## config.mk

```make
export PLATFORM = sky130hd
export DESIGN_NAME = half_adder_flat
export DESIGN_NICKNAME = d
export VERILOG_FILES = /design/src/rtl/half_adder_if.sv /design/src/rtl/half_adder.sv /design/src/flat_wrapper.sv
export SDC_FILE = /design/constraint.sdc
export NUM_CORES = 1
export LEC_CHECK = 0
export CORE_AREA = 2 2 39 41
export CTS_CLUSTER_SIZE = 40
export DETAILED_ROUTE_END_ITERATION = 16
export DIE_AREA = 0 0 41 43
export PLACE_DENSITY = 0.51
export SLEW_MARGIN = 5
export SYNTH_ARGS = -nofsm -noshare
export SYNTH_HDL_FRONTEND = slang
export SYNTH_SLANG_ARGS = --single-unit
```

## constraint.sdc

```tcl
create_clock -name clk -period 0.8 [get_ports clk]
set_input_delay 0.16 -clock clk [delete_from_list [all_inputs] [get_ports clk]]
set_output_delay 0.16 -clock clk [all_outputs]
set_load 0.02 [all_outputs]
```

## src/rtl/half_adder_if.sv

```systemverilog
// ----------------------------------------------------------------------------
// half_adder_if
//   Signal bundle for the half_adder cell: operand/strobe inputs plus the
//   combinational, registered and statistics outputs.
//
//   Parameter
//     CNT_W      width of carry_cnt (1..32); must match the attached half_adder
//
//   Members
//     a, b       addends
//     en         capture strobe for registered outputs and counter
//     clr_cnt    synchronous clear of carry_cnt / cnt_sat
//     sum, carry combinational a^b, a&b
//     sum_q, carry_q, q_valid   registered result and one-cycle valid strobe
//     carry_cnt, cnt_sat        saturating carry-event counter and sticky flag
//
//   Modports
//     master     drives a/b/en/clr_cnt, observes results (bench / upstream)
//     slave      the half_adder itself
// ----------------------------------------------------------------------------
interface half_adder_if #(
  parameter int CNT_W = 8
);
  logic             a;
  logic             b;
  logic             en;
  logic             clr_cnt;
  logic             sum;
  logic             carry;
  logic             sum_q;
  logic             carry_q;
  logic             q_valid;
  logic [CNT_W-1:0] carry_cnt;
  logic             cnt_sat;

  modport master (
    output a, b, en, clr_cnt,
    input  sum, carry, sum_q, carry_q, q_valid, carry_cnt, cnt_sat
  );

  modport slave (
    input  a, b, en, clr_cnt,
    output sum, carry, sum_q, carry_q, q_valid, carry_cnt, cnt_sat
  );
endinterface

```

## src/rtl/half_adder.sv

```systemverilog
// ----------------------------------------------------------------------------
// half_adder
//   1-bit half adder cell (sum = a ^ b, carry = a & b) with zero-latency
//   combinational outputs, a registered copy of the result with a valid
//   strobe, and an optional saturating carry-event counter.
//
//   Parameter
//     CNT_W      width of carry_cnt (1..32)
//
//   Ports
//     clk        rising-edge clock
//     rst        synchronous reset, active-high; clears every register and
//                has priority over en and clr_cnt
//     bus        half_adder_if.slave bundle (a, b, en, clr_cnt in;
//                sum, carry, sum_q, carry_q, q_valid, carry_cnt, cnt_sat out)
//
//   Configuration macro
//     HALF_ADDER_STATS_EN  defined: carry counter present.
//                          undefined: carry_cnt and cnt_sat tied to 0,
//                          clr_cnt ignored; ports unchanged.
// ----------------------------------------------------------------------------
module half_adder #(
  parameter int CNT_W = 8
) (
  input  logic          clk,
  input  logic          rst,
  half_adder_if.slave   bus
);

  // Combinational cell: no dependence on clk, rst or en.
  logic sum_c;
  logic carry_c;

  assign sum_c     = bus.a ^ bus.b;
  assign carry_c   = bus.a & bus.b;
  assign bus.sum   = sum_c;
  assign bus.carry = carry_c;

  // Registered copy of the result.
  logic sum_r;
  logic carry_r;
  logic valid_r;

  // NOTE: sequential state uses non-blocking (<=) so every flop samples the
  // pre-edge values; blocking here would create order-dependent races.
  always_ff @(posedge clk) begin
    if (rst) begin
      sum_r   <= 1'b0;
      carry_r <= 1'b0;
      valid_r <= 1'b0;
    end else begin
      valid_r <= bus.en;
      if (bus.en) begin
        sum_r   <= sum_c;
        carry_r <= carry_c;
      end
    end
  end

  assign bus.sum_q   = sum_r;
  assign bus.carry_q = carry_r;
  assign bus.q_valid = valid_r;

`ifdef HALF_ADDER_STATS_EN
  localparam logic [CNT_W-1:0] CNT_MAX = {CNT_W{1'b1}};

  logic [CNT_W-1:0] cnt_r;
  logic [CNT_W-1:0] cnt_nxt;
  logic             sat_r;
  logic             sat_nxt;

  // Next-state for the counter. clr_cnt wins over a same-cycle increment;
  // cnt_sat rises on the very edge the count first lands on all-ones.
  // NOTE: every always_comb output gets a default first so no path leaves
  // it unassigned, which would otherwise infer a latch.
  always_comb begin
    cnt_nxt = cnt_r;
    sat_nxt = sat_r;
    if (bus.clr_cnt) begin
      cnt_nxt = '0;
      sat_nxt = 1'b0;
    end else if (bus.en && carry_c && (cnt_r != CNT_MAX)) begin
      cnt_nxt = cnt_r + CNT_W'(1);
      if (cnt_nxt == CNT_MAX) begin
        sat_nxt = 1'b1;
      end
    end
  end

  always_ff @(posedge clk) begin
    if (rst) begin
      cnt_r <= '0;
      sat_r <= 1'b0;
    end else begin
      cnt_r <= cnt_nxt;
      sat_r <= sat_nxt;
    end
  end

  assign bus.carry_cnt = cnt_r;
  assign bus.cnt_sat   = sat_r;
`else
  // Statistics removed: outputs tied off, clr_cnt deliberately unused.
  logic unused_clr_cnt;
  assign unused_clr_cnt = bus.clr_cnt;

  assign bus.carry_cnt = '0;
  assign bus.cnt_sat   = 1'b0;
`endif

endmodule

```

## src/flat_wrapper.sv

```systemverilog
// flat-port wrapper written by rule: the top's interface ports become plain ports
module half_adder_flat 
#(
  parameter int CNT_W = 8
)
  (clk, rst, bus_a, bus_b, bus_en, bus_clr_cnt, bus_sum, bus_carry, bus_sum_q, bus_carry_q, bus_q_valid, bus_carry_cnt, bus_cnt_sat);
  half_adder_if #(.CNT_W(CNT_W)) bus_i ();
  input  logic clk;
  input  logic rst;
  input wire logic [$bits(bus_i.a)-1:0] bus_a;
  input wire logic [$bits(bus_i.b)-1:0] bus_b;
  input wire logic [$bits(bus_i.en)-1:0] bus_en;
  input wire logic [$bits(bus_i.clr_cnt)-1:0] bus_clr_cnt;
  output wire logic [$bits(bus_i.sum)-1:0] bus_sum;
  output wire logic [$bits(bus_i.carry)-1:0] bus_carry;
  output wire logic [$bits(bus_i.sum_q)-1:0] bus_sum_q;
  output wire logic [$bits(bus_i.carry_q)-1:0] bus_carry_q;
  output wire logic [$bits(bus_i.q_valid)-1:0] bus_q_valid;
  output wire logic [$bits(bus_i.carry_cnt)-1:0] bus_carry_cnt;
  output wire logic [$bits(bus_i.cnt_sat)-1:0] bus_cnt_sat;
  assign bus_i.a = bus_a;
  assign bus_i.b = bus_b;
  assign bus_i.en = bus_en;
  assign bus_i.clr_cnt = bus_clr_cnt;
  assign bus_sum = bus_i.sum;
  assign bus_carry = bus_i.carry;
  assign bus_sum_q = bus_i.sum_q;
  assign bus_carry_q = bus_i.carry_q;
  assign bus_q_valid = bus_i.q_valid;
  assign bus_carry_cnt = bus_i.carry_cnt;
  assign bus_cnt_sat = bus_i.cnt_sat;
  half_adder #(.CNT_W(CNT_W)) u_core (.clk(clk), .rst(rst), .bus(bus_i));
endmodule
```

==> impl_metrics.csv, run 1 <==
group,metric,value,unit
run_status,status,"complete, but fails checks",
run_status,violations,"setup timing",
synth,synth_area,178,sq um
setup_path,startpoint,"u_core.bus.sum_q$_SDFFE_PP0P_",
synth,ys_seq_area_share,33.8,%
layout,layout-drive-gt1-share,46.9,%
floorplan,die_h,43,um
cts,clockBufferDepth,2,
power,p_leak,0.151,nW
power,internal_power,0.409,mW
sta,max_freq,1.21,GHz
setup_path,crit_path_end_kind,"output port",
grt,track_usage,6.02,%
cts,ctsHoldBuffers,0,
grt,grt_antenna_before_repair,0,
grt,grt-ovfl-total,0,
synth,async_reset_ff_share,0,%
cts,clk_latency,0.23,ns
setup_path,crit_chain,"buf_6",
sta,clock_skew,0,ns
sta,setup_viol_count_final,3,
synth,ys_types,7,
floorplan,coreArea,1380,sq um
setup_path,path_class,"register to output port",
layout,syn_to_final_growth,69.7,%
layout,nFillCells,154,
layout,n_antenna_cell,0,
setup_path,regToRegEndpoint,"u_core.bus.sum_q$_SDFFE_PP0P_",
sta,final.setup.tns,-0.0674,ns
hold_path,hold_path.class,"input pin to register",
routing,drt.antenna.violating_nets,0,
power,clockPowerShare,45.9,%
setup_path,crit_buf_inv,1,
grt,first_global_vias,146,
synth,synth_top_area_share,38.0,%
synth,synth_enable_flop_cells,0,
grt,grt_max_degree,4,
setup_path,cp.depth,1,
floorplan,die_w,41,um
synth,ys_ff_latch,3,
synth,synth.yosys.warnings,0,
cts,cts.sinks,3,
setup_path,reg2regPathDepth,2,
routing,wl,330,um
power,sequentialPowerShare,29.0,%
place,port_buffers,9,
setup_path,endpoint,"bus_sum_q",
sta,finalHoldViolCount,0,
cts,post-cts-setup-buffer-count,0,
floorplan,die_area,1760,sq um
cts,cts_tree,"built",
flow_run,max-cap-violations,0,
setup_path,crit_family,"flip-flops",
power,power_switching,0.162,mW
sta,worst_slack,-0.0251,ns
power,power,0.571,mW
synth,avgSynthCellArea,9.35,sq um
power,p_per_area,1890,nW/um^2
synth,synth_most_common_cell,"buf_4",
cts,ctsHtreeMaxLevel,1,
setup_path,worst-path-max-fanout,2,
power,comb_power_share,25.0,%
power,swShare,28.4,%
routing,drc,0,
sta,slew_violations,0,
layout,utilization,21.8,%
routing,num_vias,140,
floorplan,pin_count,20,
layout,nets,40,
setup_path,reg2reg_slack,0.20,ns
sta,holdWs,0.307,ns
synth,synth_area_leaders,"buf_4 (38%), dfxtp_1 (34%), mux2i_1 (11%), ha_1 (7.0%), nor2_1 (4.2%)",
setup_path,start_kind,"register",
synth,synthFlopType,"dfxtp_1",
routing,drtIter0Drc,0,
layout,fin_cells,48,
routing,firstDrtPassIters,1,
setup_path,required,0.64,ns
grt,grt_pass1_wl,572,um
floorplan,initial_core_util,12.8,%
place,dp_cells,44,
synth,netlist_instances,19,
setup_path,cp.arrival,0.67,ns
setup_path,cp_slowest_cell,"dfxtp_2",
cts,cts_buffers,3,
synth,yosysTopAreaCell,"buf_4",
floorplan,fp-row-count,14,
synth,ys_top_cells_by_count,"buf_4 (9), dfxtp_1 (3), mux2i_1 (2), nor2_1 (2)",
place,finalWeightedCongestion,0.652,
routing,vias_per_cell,2.92,
sta,finalCriticalPeriod,0.825,ns
sta,min_period_over_period,103,%
cts,clk_pin_slew,0.03,ns
routing,wire_per_inst,6.88,um
cts,cts-root-buf,"clkbuf_4",
setup_path,cp_slowest_stage_delay,0.31,ns
sta,rsz0062_at_grt,"yes",
power,ir_worst_vdd,606,uV
setup_path,timing.rr.start,"u_core.bus.sum_q$_SDFFE_PP0P_",
-- kinds of logic (layout without fill, tap and decap cells) --
family        count (synthesis)  after routing  share of synthesized area [%]
buf+inv                       9             14                           38.0
flops                         3              3                           33.8
mux                           2              2                           11.3
simple gates                  3              3                           7.75
other cells                   1              9                           2.11
fa+ha+maj                     1              1                           7.04
-- routing by layer --
layer  global-route usage [%]  vias up  share of wire (%)
li1                         -       66                  -
met1                     4.17       61                 28
met2                     7.19        9                 52
met3                     7.85        4                 16
met4                     6.00        0                4.2
met5                        0        -                  0
-- timing repair --
item                       in CTS  in global routing
setup endpoints to repair       7                  3
pin swaps                       1                  0
resized for setup              43                  0
-- area by class of cell --
type	instances	area (sq um)	area share, %
tap	16	20.0	6.64
multi-input combinational	15	92.6	30.7
sequential	3	63.8	21.2
clock buffer	4	26.3	8.71
timing repair buffer	10	98.8	32.8
-- through the flow --
step,setup WS (ns),area (sq um)
floorplan,0.0347,210
global placement,-0.851,260
global route,-0.0544,302
detailed placement,-0.852,260
finish,-0.0251,302
CTS,-0.0371,302
-- cell usage in the layout, fill, tap and decap left out --
master           instances
conb_1                   9
buf_6                    6
clkbuf_4                 3
dfxtp_2                  3
mux2i_1                  2
nor2_1                   2
nor2b_1                  1
ha_4                     1
clkbuf_1                 1
dlygate4sd2_1            1
clkdlybuf4s50_1          1
buf_2                    1
buf_4                    1
-- registers in the layout, summed over array words and instances (netlist names) --
name                cells
u_core.bus.q_valid      1
u_core.bus.sum_q        1
u_core.bus.carry_q      1
-- how the worst min path moves through the flow --
stage	cells past startpoint	start	to	slack (ns)
finish	4	bus_b	u_core.bus.sum_q$_SDFFE_PP0P_	0.31
global route	4	bus_b	u_core.bus.sum_q$_SDFFE_PP0P_	0.34
CTS	4	bus_b	u_core.bus.sum_q$_SDFFE_PP0P_	0.29
detailed placement	2	u_core.bus.carry_q$_SDFFE_PP0P_	u_core.bus.carry_q$_SDFFE_PP0P_	0.49
global placement	2	u_core.bus.carry_q$_SDFFE_PP0P_	u_core.bus.carry_q$_SDFFE_PP0P_	0.47
floorplan	1	rst	u_core.bus.q_valid$_SDFF_PP0_	0.23
-- power by group through the flow --
stage / Sequential [mW] / Combinational (mW) / Clock [mW]
after floorplan: 0.175 / 0.102 / 0
after global placement: 0.164 / 0.136 / 0
after detailed placement: 0.165 / 0.136 / 0
after CTS: 0.166 / 0.143 / 0.278
after global routing: 0.166 / 0.154 / 0.306
final: 0.166 / 0.143 / 0.262
No activity file was read; power rests on OpenSTA's default activity.
==> inputs of run 2 (changes only) <==
SKIP_CTS_REPAIR_TIMING = 1   (was unset)
==> impl_metrics.csv, run 2 (synthesis results as in run 1) <==
group,metric,value,unit
sta,rsz0062_at_grt,"yes",
setup_path,crit_path_end_kind,"output port",
cts,cts_tree,"built",
floorplan,die_h,43,um
hold_path,hold_path.class,"input pin to register",
layout,syn_to_final_growth,64.8,%
setup_path,cp.arrival,0.67,ns
routing,vias_per_cell,2.92,
grt,grt_max_degree,4,
routing,wl,323,um
routing,drtIter0Drc,0,
floorplan,die_area,1760,sq um
cts,clockBufferDepth,2,
layout,utilization,21.2,%
sta,finalHoldViolCount,0,
setup_path,crit_buf_inv,1,
setup_path,start_kind,"register",
setup_path,path_class,"register to output port",
cts,ctsHtreeMaxLevel,1,
layout,fin_cells,48,
floorplan,fp-row-count,14,
setup_path,required,0.64,ns
setup_path,crit_family,"flip-flops",
run_status,status,"complete, but fails checks",
flow_run,max-cap-violations,0,
setup_path,cp_slowest_cell,"dfxtp_2",
power,p_per_area,1930,nW/um^2
place,finalWeightedCongestion,0.652,
power,p_leak,0.154,nW
sta,holdWs,0.264,ns
power,ir_worst_vdd,577,uV
floorplan,coreArea,1380,sq um
floorplan,die_w,41,um
sta,clock_skew,0,ns
grt,grt_antenna_before_repair,0,
grt,grt-ovfl-total,0,
setup_path,cp_slowest_stage_delay,0.31,ns
sta,worst_slack,-0.0252,ns
cts,clk_pin_slew,0.04,ns
cts,cts-root-buf,"clkbuf_4",
grt,first_global_vias,120,
layout,layout_commonest_cell,"conb_1",
routing,num_vias,140,
cts,cts.sinks,3,
place,dp_cells,44,
layout,final_cell_mix,"conb_1 (9), buf_6 (4), clkbuf_4 (3), clkbuf_2 (3), dfxtp_2 (3)",
sta,setup_viol_count_final,3,
grt,track_usage,5.32,%
run_status,violations,"setup timing",
place,dp_slack,-0.852,ns
routing,wire_per_inst,6.73,um
layout,layout-drive-gt1-share,46.9,%
layout,n_antenna_cell,0,
routing,firstDrtPassIters,1,
floorplan,pin_count,20,
sta,finalCriticalPeriod,0.825,ns
power,power,0.566,mW
sta,min_period_over_period,103,%
sta,max_freq,1.21,GHz
floorplan,initial_core_util,12.8,%
sta,slew_violations,0,
routing,drc,0,
place,port_buffers,9,
cts,cts_buffers,3,
cts,clk_latency,0.23,ns
setup_path,worst-path-max-fanout,2,
layout,nets,40,
grt,grt_pass1_wl,476,um
routing,drt.antenna.violating_nets,0,
setup_path,crit_chain,"buf_6",
## run 2: area by class of cell
| cell class | instances | area, sq um |
|---|---|---|
| timing repair buffer | 10 | 90.1 |
| multi-input combinational | 15 | 92.6 |
| fill | 154 | 1090 |
| tap | 16 | 20.0 |
| clock buffer | 4 | 26.3 |
| sequential | 3 | 63.8 |
## run 2: path summary, 6_finish.rpt
kind | depth (start not counted) | endpoint | slack (ns) | from
min reg2reg | 2 | u_core.bus.carry_q$_SDFFE_PP0P_ | 0.49 | u_core.bus.carry_q$_SDFFE_PP0P_
min | 2 | u_core.bus.q_valid$_SDFF_PP0_ | 0.26 | bus_en
max reg2reg | 2 | u_core.bus.sum_q$_SDFFE_PP0P_ | 0.20 | u_core.bus.sum_q$_SDFFE_PP0P_
max | 1 | bus_sum_q | -0.03 | u_core.bus.sum_q$_SDFFE_PP0P_
## run 2: routing by layer
metal	up-vias	track usage [%]	share of wire [%]
li1	66	-	-
met1	61	3.53	28
met2	9	5.63	51
met3	4	7.85	16
met4	0	6.00	4.3
met5	-	0	0
## run 2: where the power goes
group / leakage, nW / total (mW) / switching (mW) / internal, mW
Sequential: 0.0258 / 0.166 / 0.00492 / 0.161
Clock: 0.0150 / 0.263 / 0.0760 / 0.187
Combinational: 0.114 / 0.138 / 0.0814 / 0.0563
## run 2: per-stage QoR
step           TNS [ns]  area, sq um
3_3_place_gp      -3.24          260
4_1_cts           -3.45          287
2_1_floorplan         0          210
3_5_place_dp      -3.26          260
5_1_grt          -0.171          293
6_report        -0.0677          293
==> inputs of run 3 (changes only) <==
TNS_END_PERCENT = 1   (was unset)
==> results of run 3 <==
Final layout, timing and power as in run 2 (identical DEF).
